## src/rtl/vga_plot_arbiter_if.sv

```systemverilog
// ---------------------------------------------------------------------------
// vga_plot_arbiter_if
// Bundles the pixel producers' request/pixel bus and the arbitrated
// pixel-write port that feeds vga_adapter.
//
// Signals (producer side -> arbiter):
//   req      [N]        bit k held high while requester k wants the port
//   plot_in  [N]        pixel-valid per requester
//   last_in  [N]        final-pixel marker, qualified by plot_in
//   x_in     [N*X_W]    packed x, requester k at [k*X_W +: X_W]
//   y_in     [N*Y_W]    packed y, same packing
//   col_in   [N*COL_W]  packed colour, same packing
// Signals (arbiter -> producers / vga_adapter):
//   gnt      [N]        one-hot registered grant
//   x_out, y_out, col_out, plot_out   pixel write towards vga_adapter
//   busy                high while any grant is held
//   dropped             one-cycle pulse when a non-owner tried to plot
//
// Modports: master = producer side, slave = arbiter.
// ---------------------------------------------------------------------------
interface vga_plot_arbiter_if #(
    parameter int N     = 3,
    parameter int X_W   = 9,
    parameter int Y_W   = 8,
    parameter int COL_W = 6
);
    logic [N-1:0]       req;
    logic [N-1:0]       plot_in;
    logic [N-1:0]       last_in;
    logic [N*X_W-1:0]   x_in;
    logic [N*Y_W-1:0]   y_in;
    logic [N*COL_W-1:0] col_in;

    logic [N-1:0]       gnt;
    logic [X_W-1:0]     x_out;
    logic [Y_W-1:0]     y_out;
    logic [COL_W-1:0]   col_out;
    logic               plot_out;
    logic               busy;
    logic               dropped;

    modport master (
        output req, plot_in, last_in, x_in, y_in, col_in,
        input  gnt, x_out, y_out, col_out, plot_out, busy, dropped
    );

    modport slave (
        input  req, plot_in, last_in, x_in, y_in, col_in,
        output gnt, x_out, y_out, col_out, plot_out, busy, dropped
    );
endinterface

```

## src/rtl/vga_plot_arbiter.sv

```systemverilog
// ---------------------------------------------------------------------------
// vga_plot_arbiter
// Shares the single pixel-write port of vga_adapter among N pixel producers
// (0 = screen-clear sequencer, 1 = axis/grid drawer, 2 = function plotter).
// One requester owns the port at a time; its pixels are forwarded through a
// single register stage. Requester 0 has priority at arbitration time, the
// rest are served round-robin, and long bursts are cut after MAX_BURST pixels
// when someone else is waiting (MAX_BURST = 0 disables the cut).
//
// Ports:
//   clk    system clock (CLOCK_50)
//   reset  asynchronous active-low reset (0 = reset)
//   bus    vga_plot_arbiter_if.slave, see the interface file for signals
//
// The interface instance must be built with the same N/X_W/Y_W/COL_W as
// this module.
// ---------------------------------------------------------------------------
module vga_plot_arbiter #(
    parameter int N         = 3,
    parameter int X_W       = 9,
    parameter int Y_W       = 8,
    parameter int COL_W     = 6,
    parameter int MAX_BURST = 64
) (
    input logic               clk,
    input logic               reset,
    vga_plot_arbiter_if.slave bus
);

    localparam int IDX_W = $clog2(N);
    localparam int CNT_W = $clog2(MAX_BURST + 2);
    localparam logic [CNT_W-1:0] CNT_MAX    = CNT_W'(MAX_BURST);
    localparam logic [CNT_W-1:0] BURST_LAST = CNT_W'((MAX_BURST > 0) ? MAX_BURST - 1 : 0);

    typedef enum logic {
        IDLE,
        OWN
    } state_t;

    state_t             state, state_nxt;
    logic [IDX_W-1:0]   owner, owner_nxt;
    logic [IDX_W-1:0]   ptr, ptr_nxt;
    logic [CNT_W-1:0]   cnt, cnt_nxt;
    logic [N-1:0]       gnt_q, gnt_nxt;
    logic [IDX_W-1:0]   winner;
    logic               found;
    logic               owner_plot;
    logic               others_req;
    logic               burst_hit;
    logic               release_now;
    logic               drop_nxt;

    logic [X_W-1:0]     x_q;
    logic [Y_W-1:0]     y_q;
    logic [COL_W-1:0]   col_q;
    logic               plot_q;
    logic               drop_q;

    // Round-robin candidate: offset steps past the pointer through the
    // non-priority indices 1..N-1, wrapping back to 1 (index 0 is never
    // part of the rotation).
    function automatic logic [IDX_W-1:0] scan_idx(input logic [IDX_W-1:0] base,
                                                  input int offset);
        int v;
        v = int'(base) + offset;
        if (v >= N) v = v - (N - 1);
        return IDX_W'(v);
    endfunction

    // Winner of the next arbitration: requester 0 outright, otherwise the
    // first requester found scanning upward from the round-robin pointer.
    always_comb begin
        winner = '0;
        found  = 1'b0;
        if (!bus.req[0]) begin
            for (int i = 0; i < N - 1; i++) begin
                if (!found && bus.req[scan_idx(ptr, i)]) begin
                    winner = scan_idx(ptr, i);
                    found  = 1'b1;
                end
            end
        end
    end

    // Next-state and next-register values. A release always goes through
    // IDLE, which is what produces the one-cycle gap between owners.
    always_comb begin
        state_nxt   = state;
        owner_nxt   = owner;
        ptr_nxt     = ptr;
        cnt_nxt     = cnt;
        gnt_nxt     = gnt_q;
        owner_plot  = 1'b0;
        others_req  = 1'b0;
        burst_hit   = 1'b0;
        release_now = 1'b0;
        drop_nxt    = 1'b0;

        case (state)
            IDLE: begin
                drop_nxt = |bus.plot_in;
                cnt_nxt  = '0;
                if (|bus.req) begin
                    state_nxt = OWN;
                    owner_nxt = winner;
                    gnt_nxt   = {{(N-1){1'b0}}, 1'b1} << winner;
                    if (winner != '0) begin
                        ptr_nxt = (winner == IDX_W'(N - 1)) ? IDX_W'(1) : winner + IDX_W'(1);
                    end
                end
            end
            OWN: begin
                owner_plot = bus.plot_in[owner];
                drop_nxt   = |(bus.plot_in & ~gnt_q);
                others_req = |(bus.req & ~gnt_q);
                // The count saturates at MAX_BURST, so ">= MAX_BURST-1"
                // also covers an owner that ran past the limit while
                // nobody was waiting and then gets a competitor.
                burst_hit  = (MAX_BURST != 0) && owner_plot && (cnt >= BURST_LAST) && others_req;
                if (owner_plot && (cnt != CNT_MAX)) begin
                    cnt_nxt = cnt + CNT_W'(1);
                end
                release_now = (owner_plot && bus.last_in[owner]) || !bus.req[owner] || burst_hit;
                if (release_now) begin
                    state_nxt = IDLE;
                    gnt_nxt   = '0;
                end
            end
        endcase
    end

    // State register.
    always_ff @(posedge clk or negedge reset) begin
        if (!reset) begin
            state <= IDLE;
        end else begin
            state <= state_nxt;
        end
    end

    // Arbitration bookkeeping and the single pixel register stage. The
    // coordinates hold their last value when no owner pixel is accepted.
    always_ff @(posedge clk or negedge reset) begin
        if (!reset) begin
            gnt_q  <= '0;
            owner  <= '0;
            ptr    <= IDX_W'(1);
            cnt    <= '0;
            plot_q <= 1'b0;
            drop_q <= 1'b0;
            x_q    <= '0;
            y_q    <= '0;
            col_q  <= '0;
        end else begin
            gnt_q  <= gnt_nxt;
            owner  <= owner_nxt;
            ptr    <= ptr_nxt;
            cnt    <= cnt_nxt;
            plot_q <= owner_plot;
            drop_q <= drop_nxt;
            if (owner_plot) begin
                x_q   <= bus.x_in[owner * X_W +: X_W];
                y_q   <= bus.y_in[owner * Y_W +: Y_W];
                col_q <= bus.col_in[owner * COL_W +: COL_W];
            end
        end
    end

    assign bus.gnt      = gnt_q;
    assign bus.busy     = |gnt_q;
    assign bus.x_out    = x_q;
    assign bus.y_out    = y_q;
    assign bus.col_out  = col_q;
    assign bus.plot_out = plot_q;
    assign bus.dropped  = drop_q;

endmodule

```

## src/flat_wrapper.sv

```systemverilog
// flat-port wrapper written by rule: the top's interface ports become plain ports
module vga_plot_arbiter_flat 
#(
    parameter int N         = 3,
    parameter int X_W       = 9,
    parameter int Y_W       = 8,
    parameter int COL_W     = 6,
    parameter int MAX_BURST = 64
)
  (clk, reset, bus_req, bus_plot_in, bus_last_in, bus_x_in, bus_y_in, bus_col_in, bus_gnt, bus_x_out, bus_y_out, bus_col_out, bus_plot_out, bus_busy, bus_dropped);
  vga_plot_arbiter_if #(.N(N), .X_W(X_W), .Y_W(Y_W), .COL_W(COL_W)) bus_i ();
  input logic clk;
  input logic reset;
  input wire logic [$bits(bus_i.req)-1:0] bus_req;
  input wire logic [$bits(bus_i.plot_in)-1:0] bus_plot_in;
  input wire logic [$bits(bus_i.last_in)-1:0] bus_last_in;
  input wire logic [$bits(bus_i.x_in)-1:0] bus_x_in;
  input wire logic [$bits(bus_i.y_in)-1:0] bus_y_in;
  input wire logic [$bits(bus_i.col_in)-1:0] bus_col_in;
  output wire logic [$bits(bus_i.gnt)-1:0] bus_gnt;
  output wire logic [$bits(bus_i.x_out)-1:0] bus_x_out;
  output wire logic [$bits(bus_i.y_out)-1:0] bus_y_out;
  output wire logic [$bits(bus_i.col_out)-1:0] bus_col_out;
  output wire logic [$bits(bus_i.plot_out)-1:0] bus_plot_out;
  output wire logic [$bits(bus_i.busy)-1:0] bus_busy;
  output wire logic [$bits(bus_i.dropped)-1:0] bus_dropped;
  assign bus_i.req = bus_req;
  assign bus_i.plot_in = bus_plot_in;
  assign bus_i.last_in = bus_last_in;
  assign bus_i.x_in = bus_x_in;
  assign bus_i.y_in = bus_y_in;
  assign bus_i.col_in = bus_col_in;
  assign bus_gnt = bus_i.gnt;
  assign bus_x_out = bus_i.x_out;
  assign bus_y_out = bus_i.y_out;
  assign bus_col_out = bus_i.col_out;
  assign bus_plot_out = bus_i.plot_out;
  assign bus_busy = bus_i.busy;
  assign bus_dropped = bus_i.dropped;
  vga_plot_arbiter #(.N(N), .X_W(X_W), .Y_W(Y_W), .COL_W(COL_W), .MAX_BURST(MAX_BURST)) u_core (.clk(clk), .reset(reset), .bus(bus_i));
endmodule
```

## config.mk

```make
export PLATFORM = sky130hd
export DESIGN_NAME = vga_plot_arbiter_flat
export DESIGN_NICKNAME = d
export VERILOG_FILES = /design/src/rtl/vga_plot_arbiter_if.sv /design/src/rtl/vga_plot_arbiter.sv /design/src/flat_wrapper.sv
export SDC_FILE = /design/constraint.sdc
export NUM_CORES = 1
export LEC_CHECK = 0
export CAP_MARGIN = 20
export CORE_MARGIN = 2
export CORE_UTILIZATION = 43
export CTS_BUF_LIST = sky130_fd_sc_hd__clkbuf_4
export DETAILED_ROUTE_END_ITERATION = 16
export PLACE_DENSITY_LB_ADDON = 0.05
export SLEW_MARGIN = 15
export SYNTH_ARGS = -nofsm -noshare
export SYNTH_HDL_FRONTEND = slang
export SYNTH_SLANG_ARGS = --single-unit
```

## constraint.sdc

```tcl
create_clock -name clk -period 2 [get_ports clk]
set_input_delay 0.6 -clock clk [delete_from_list [all_inputs] [get_ports clk]]
set_output_delay 0.6 -clock clk [all_outputs]
set_load 0.005 [all_outputs]
```

# Word-level counts from Yosys, hierarchy flattened
# Cells that the tools add are included.
# W data, S select, Z words.
# op_classes
n_addsub	5
mul	2
order_cmp	6
eq_ne	5
shift	4
muxes	30
bitwise	4
n_reduce_logical	18
# op_table
operator	n
$shiftx A27 B7 Y9	1
$shiftx A24 B6 Y8	1
$shiftx A18 B6 Y6	1
$mux W2	8
$reduce_or A3 Y1	5
$pmux W7 S2	1
$bmux W1 S2	5
$mux W1	10
$lt A2 B3 Y1 const B	3
$add A7 B1 Y7 const B	1
$ge A7 B6 Y1 const B	1
$mux W7	1
$ne A7 B7 Y1 const B	1
$and A3 B3 Y3	2
$mul A2 B4 Y6 const B	1
$mux W3	2
$pmux W3 S2	1
$logic_and A1 B1 Y1	5
$mul A2 B2 Y4 const B	1
$ne A2 B2 Y1 const B	2
$pmux W1 S2	2
$reduce_and A2 Y1	2
$sub A2 B2 Y2 const B	2
$add A2 B1 Y3 const B	1
other kinds (12)	14
# word_totals
register_bits	40
inputBits	80
out_inout_bits	29

# Logic depth before layout (Yosys ltp)
# logic_depth
ltp_word	14
depth_mapped	7
ltp_nobuf	5

# Least setup slack after synthesis
# No wires, ideal clock.
# synth_path
kind	input to register
from	in bus_plot_in[0]
to	reg u_core.col_q[3], in the netlist u_core.bus.col_out[3]
t_arrival_ns	1.696
slack_ns	0.176
stages	5
n_path_buf	1
cell_sequence	mux2_4 > a22o_1 > nand2_2 > buf_6 > mux2_1
# synth_between
elab_chain_cells	3
# synth_rtl
element	line_no	text
from (decl)	flat_wrapper.sv:15	input wire logic [$bits(bus_i.plot_in)-1:0] bus_plot_in;
$bmux W1 S2	vga_plot_arbiter.sv:113	owner_plot = bus.plot_in[owner];
$mux W1 (implied by the code)	vga_plot_arbiter.sv:113	
$mux W1	vga_plot_arbiter.sv:99	case (state)
to (signal assigned)	vga_plot_arbiter.sv:164	col_q <= bus.col_in[owner * COL_W +: COL_W];
to (decl)	vga_plot_arbiter.sv:55	logic [COL_W-1:0] col_q;
# No other way between the ends. The select of a mux whose other input is x is not followed.
# A chain may end at the register's enable or synchronous reset.

# Worst setup path in the final report
# layout_path
from	reg u_core.gnt_q[0], in the netlist u_core.bus.gnt[0]
to	out bus_gnt[0]
# layout_rtl
element	line_no	text
from (decl)	vga_plot_arbiter.sv:44	logic [N-1:0] gnt_q, gnt_nxt;
from (signal assigned)	vga_plot_arbiter.sv:155	gnt_q <= gnt_nxt;
to (decl)	flat_wrapper.sv:20	output wire logic [$bits(bus_i.gnt)-1:0] bus_gnt;
# No word-level cell between the ends.

==> flow_metrics.py <==
metrics = {
    "clocking": {
        "clockRootBuffer": "sky130_fd_sc_hd__clkbuf_4",
        "clock_latency_ns": 0.34,
        "cts_tree": "yes",
        "clock_pin_transition_on_the_worst_setup_and_hold_timing_paths_ns": 0.11,
        "cts_max_level": 2,
        "clock-sinks": 40,
        "numCtsBuffers": 5,
        "cts.path.max_buffers": 2,
        "post_cts.repair.setup_buffers": 0,
    },
    "pwr": {
        "power.share.combinational": 0.581,
        "clock_power_share": 0.090,
        "p_sw_frac": 0.368,
        "internal_power_w": 0.00269,
        "seq_power_share": 0.329,
        "highest_ir_drop_seen_on_vdd_mv": 0.616,
        "design_power_total_w": 0.00425,
        "static-leakage-power_nw": 1.53,
        "power.switching_w": 0.00156,
        "power.density_nw_per_um2": 1160,
    },
    "layout": {
        "most_common_cell_after_layout_fill_and_taps_aside": "sky130_fd_sc_hd__clkdlybuf4s50_1",
        "fill_cells": 415,
        "mostFrequentLayoutCells": "sky130_fd_sc_hd__clkdlybuf4s50_1 (104), sky130_fd_sc_hd__dfrtp_1 (39), sky130_fd_sc_hd__o21ai_0 (28)",
        "insertedDiodeCount": 0,
        "areaGrowthSynthToFinish_pct": 57.2,
        "fraction_of_layout_cells_with_a_size_suffix_above_1": 0.113,
        "design.final.nets": 445,
        "design_area_um2": 3670,
    },
    "global_routing": {
        "grt_use_total": 0.221,
        "global_route_wire_length_before_repair_um": 10600,
        "grt_overflow_total": 0,
        "first_global_vias": 2210,
        "grt_start_max_net_pins": 24,
        "grt_antenna_before_repair": 0,
    },
    "synthesis": {
        "post_synth_instance_area_um2": 2330,
        "synth_largest_type_area_fraction": 0.418,
        "synth_xor_xnor_area_share": 0,
        "combinational_family_with_the_most_area_after_synthesis": "multiplexers",
        "synth_area_leaders": "sky130_fd_sc_hd__dfrtp_1 (42%), sky130_fd_sc_hd__mux2_1 (11%), sky130_fd_sc_hd__mux2i_1 (10%)",
        "syn_nets": 317,
        "ys.flop_type": "sky130_fd_sc_hd__dfrtp_1",
        "synth-simple-area-share": 0.138,
        "synth-edff-count": 0,
        "synth_seq_cells": 40,
        "post_synth_num_cell_types": 41,
        "postSynth.asyncResetShare": 1.00,
        "area_fraction_in_compound_gates_after_synthesis": 0.144,
        "synth_cells": 235,
        "synth.area.mux_share": 0.225,
        "seq_total_area_yosys": 0.429,
        "yosys_warnings": 0,
        "post_synth_fa_ha_maj_area_fraction": 0.0107,
        "synth_top_cell_by_area": "sky130_fd_sc_hd__dfrtp_1",
        "synthesis.area_per_instance_um2": 9.93,
    },
    "place": {
        "io_buffer_count": 108,
        "detailedPlacementHpwl_um": 5070,
        "postPlaceCellArea_um2": 3620,
        "gp_congestion": 0.907,
    },
    "floorplanning": {
        "height_of_the_die_um": 77.7,
        "die_area_um2": 6030,
        "floorplan.core_area_um2": 5170,
        "io-pin-count": 109,
        "floorplan.initialDensity": 0.451,
        "row_cnt": 26,
        "die_x_um": 77.7,
    },
    "critical_path": {
        "critical_path.endpoint_type": "output pin",
        "worst-path-max-fanout": 4,
        "worstReg2RegStart": "u_core.owner[0]$_DFFE_PN0P_",
        "cp_data_required_time_ns": 1.40,
        "worst-r2r-cell-count": 5,
        "r2r_end": "u_core.bus.x_out[3]$_DFFE_PN0P_",
        "worst-r2r-setup-slack_ns": 0.19,
        "startpoint_kind_of_the_worst_setup_timing_path": "flip-flop",
        "worstPathArrival_ns": 1.31,
        "critPathKind": "reg2out",
    },
    "detailed_routing": {
        "wl_met3_um": 411,
        "drc": 0,
        "vias": 2245,
        "wirelength_met1_um": 2900,
        "highest-signal-layer": "met4",
        "routed-wl-met2_um": 3080,
        "avgViaCountPerCell": 5.17,
        "drt_wl_total_um": 6450,
        "wl_per_cell_um": 14.9,
        "drt_first_pass_iters": 4,
        "detail_route.iter0.violations": 67,
        "drt.antenna.violating_nets": 0,
    },
    "sta": {
        "timing_worst_slew_pin_value_ns": 0.496,
        "worst_slew_margin": 0.668,
        "timing.clock.skew_ns": 0.0114,
        "timing.final.max_slew_violations": 0,
        "fmax_mhz": 523,
        "setup_violations": 0,
        "grt_setup_unrepaired": "no",
        "finalHoldViolations": 0,
        "final.hold.worst_slack_ns": 0.137,
        "timing.final.crit_share": 0.956,
        "layout_min_cycle_time_ns": 1.91,
    },
    "run": {
        "max-cap-violations": 0,
    },
    "run_status": {
        "status": "finished, final reports clean",
    },
    "min_path": {
        "worst_hold_path_type": "in2async",
    },
}
cells by family after synthesis:
| logic type | count (synthesis) |
|---|---|
| mux | 49 |
| fa+ha+maj | 2 |
| buf+inv | 23 |
| compound gates | 55 |
| simple gates | 66 |
| flops | 40 |
per-stage QoR:
stage                      util  setup slack (ns)  cells  TNS, ns
after floorplan               -             0.176    235        0
after global placement    0.699            -0.244    426    -6.22
after detailed placement  0.699            -0.268    426    -7.52
after CTS                 0.709            0.0374    434        0
after global routing      0.709           0.00251    434        0
final                     0.709            0.0887    434        0
synth_stat cells (4+ instances only):
master and n:
sky130_fd_sc_hd__a21oi_1 10, sky130_fd_sc_hd__buf_6 4, sky130_fd_sc_hd__clkbuf_1 5, sky130_fd_sc_hd__dfrtp_1 39, sky130_fd_sc_hd__inv_1 10, sky130_fd_sc_hd__mux2_1 22
sky130_fd_sc_hd__mux2i_1 24, sky130_fd_sc_hd__nand2_1 27, sky130_fd_sc_hd__nand3_1 8, sky130_fd_sc_hd__nor2_1 11, sky130_fd_sc_hd__o21ai_0 28, sky130_fd_sc_hd__or4_1 5
power groups by stage:
stage	sequential, W	clock, W	combinational, W
2_1_floorplan	0.00137	0	0.00135
3_3_place_gp	0.00140	0	0.00246
3_5_place_dp	0.00142	0	0.00251
4_1_cts	0.00140	0.000412	0.00251
5_1_grt	0.00145	0.000443	0.00271
6_report	0.00140	0.000383	0.00247
how the worst max path moves through the flow:
stage	from	to	slack (ns)	depth (start not counted)
finish	u_core.bus.gnt[0]$_DFFE_PN0P_	bus_gnt[0]	0.09	2
CTS	u_core.bus.gnt[1]$_DFFE_PN0P_	bus_gnt[1]	0.04	2
detailed placement	bus_plot_in[0]	u_core.bus.y_out[6]$_DFFE_PN0P_	-0.27	6
floorplan	bus_plot_in[0]	u_core.bus.col_out[3]$_DFFE_PN0P_	0.18	5
global placement	bus_req[1]	u_core.bus.gnt[2]$_DFFE_PN0P_	-0.24	6
global route	u_core.bus.gnt[0]$_DFFE_PN0P_	bus_gnt[0]	0.003	2
layer usage:
metal  track usage  vias up
met4        0.0607        0
met2         0.374       74
met1         0.285     1061
met3        0.0488        6
met5             0        -
li1              -     1104
layout make-up:
type / count / area (µm²) / share of cell area
clock buffer: 5 / 37.5 / 0.0102
clock inverter: 3 / 13.8 / 0.00375
inverter: 11 / 41.3 / 0.0113
multi-input combinational: 172 / 1210 / 0.330
sequential: 40 / 1000 / 0.273
tap: 70 / 87.6 / 0.0239
timing repair buffer: 133 / 1280 / 0.348
timing repair:
action | 4_1_cts | 5_1_grt
endpoints found under the setup margin | 1 | 3
hold buffers | 0 | 0
resized for setup | 2 | 3
critical path, stage by stage (launching register included):
cell,delay (ns)
sky130_fd_sc_hd__dfrtp_1,0.36
sky130_fd_sc_hd__buf_4,0.12
sky130_fd_sc_hd__clkdlybuf4s50_1,0.49
registers in the layout, indices dropped and copies added (netlist names), 2 cells and up:
signal,cells
u_core.bus.gnt,3
u_core.bus.y_out,8
u_core.ptr,2
u_core.owner,2
u_core.bus.x_out,9
u_core.cnt,7
u_core.bus.col_out,6
Note: power is estimated with default switching activity, not from simulation.
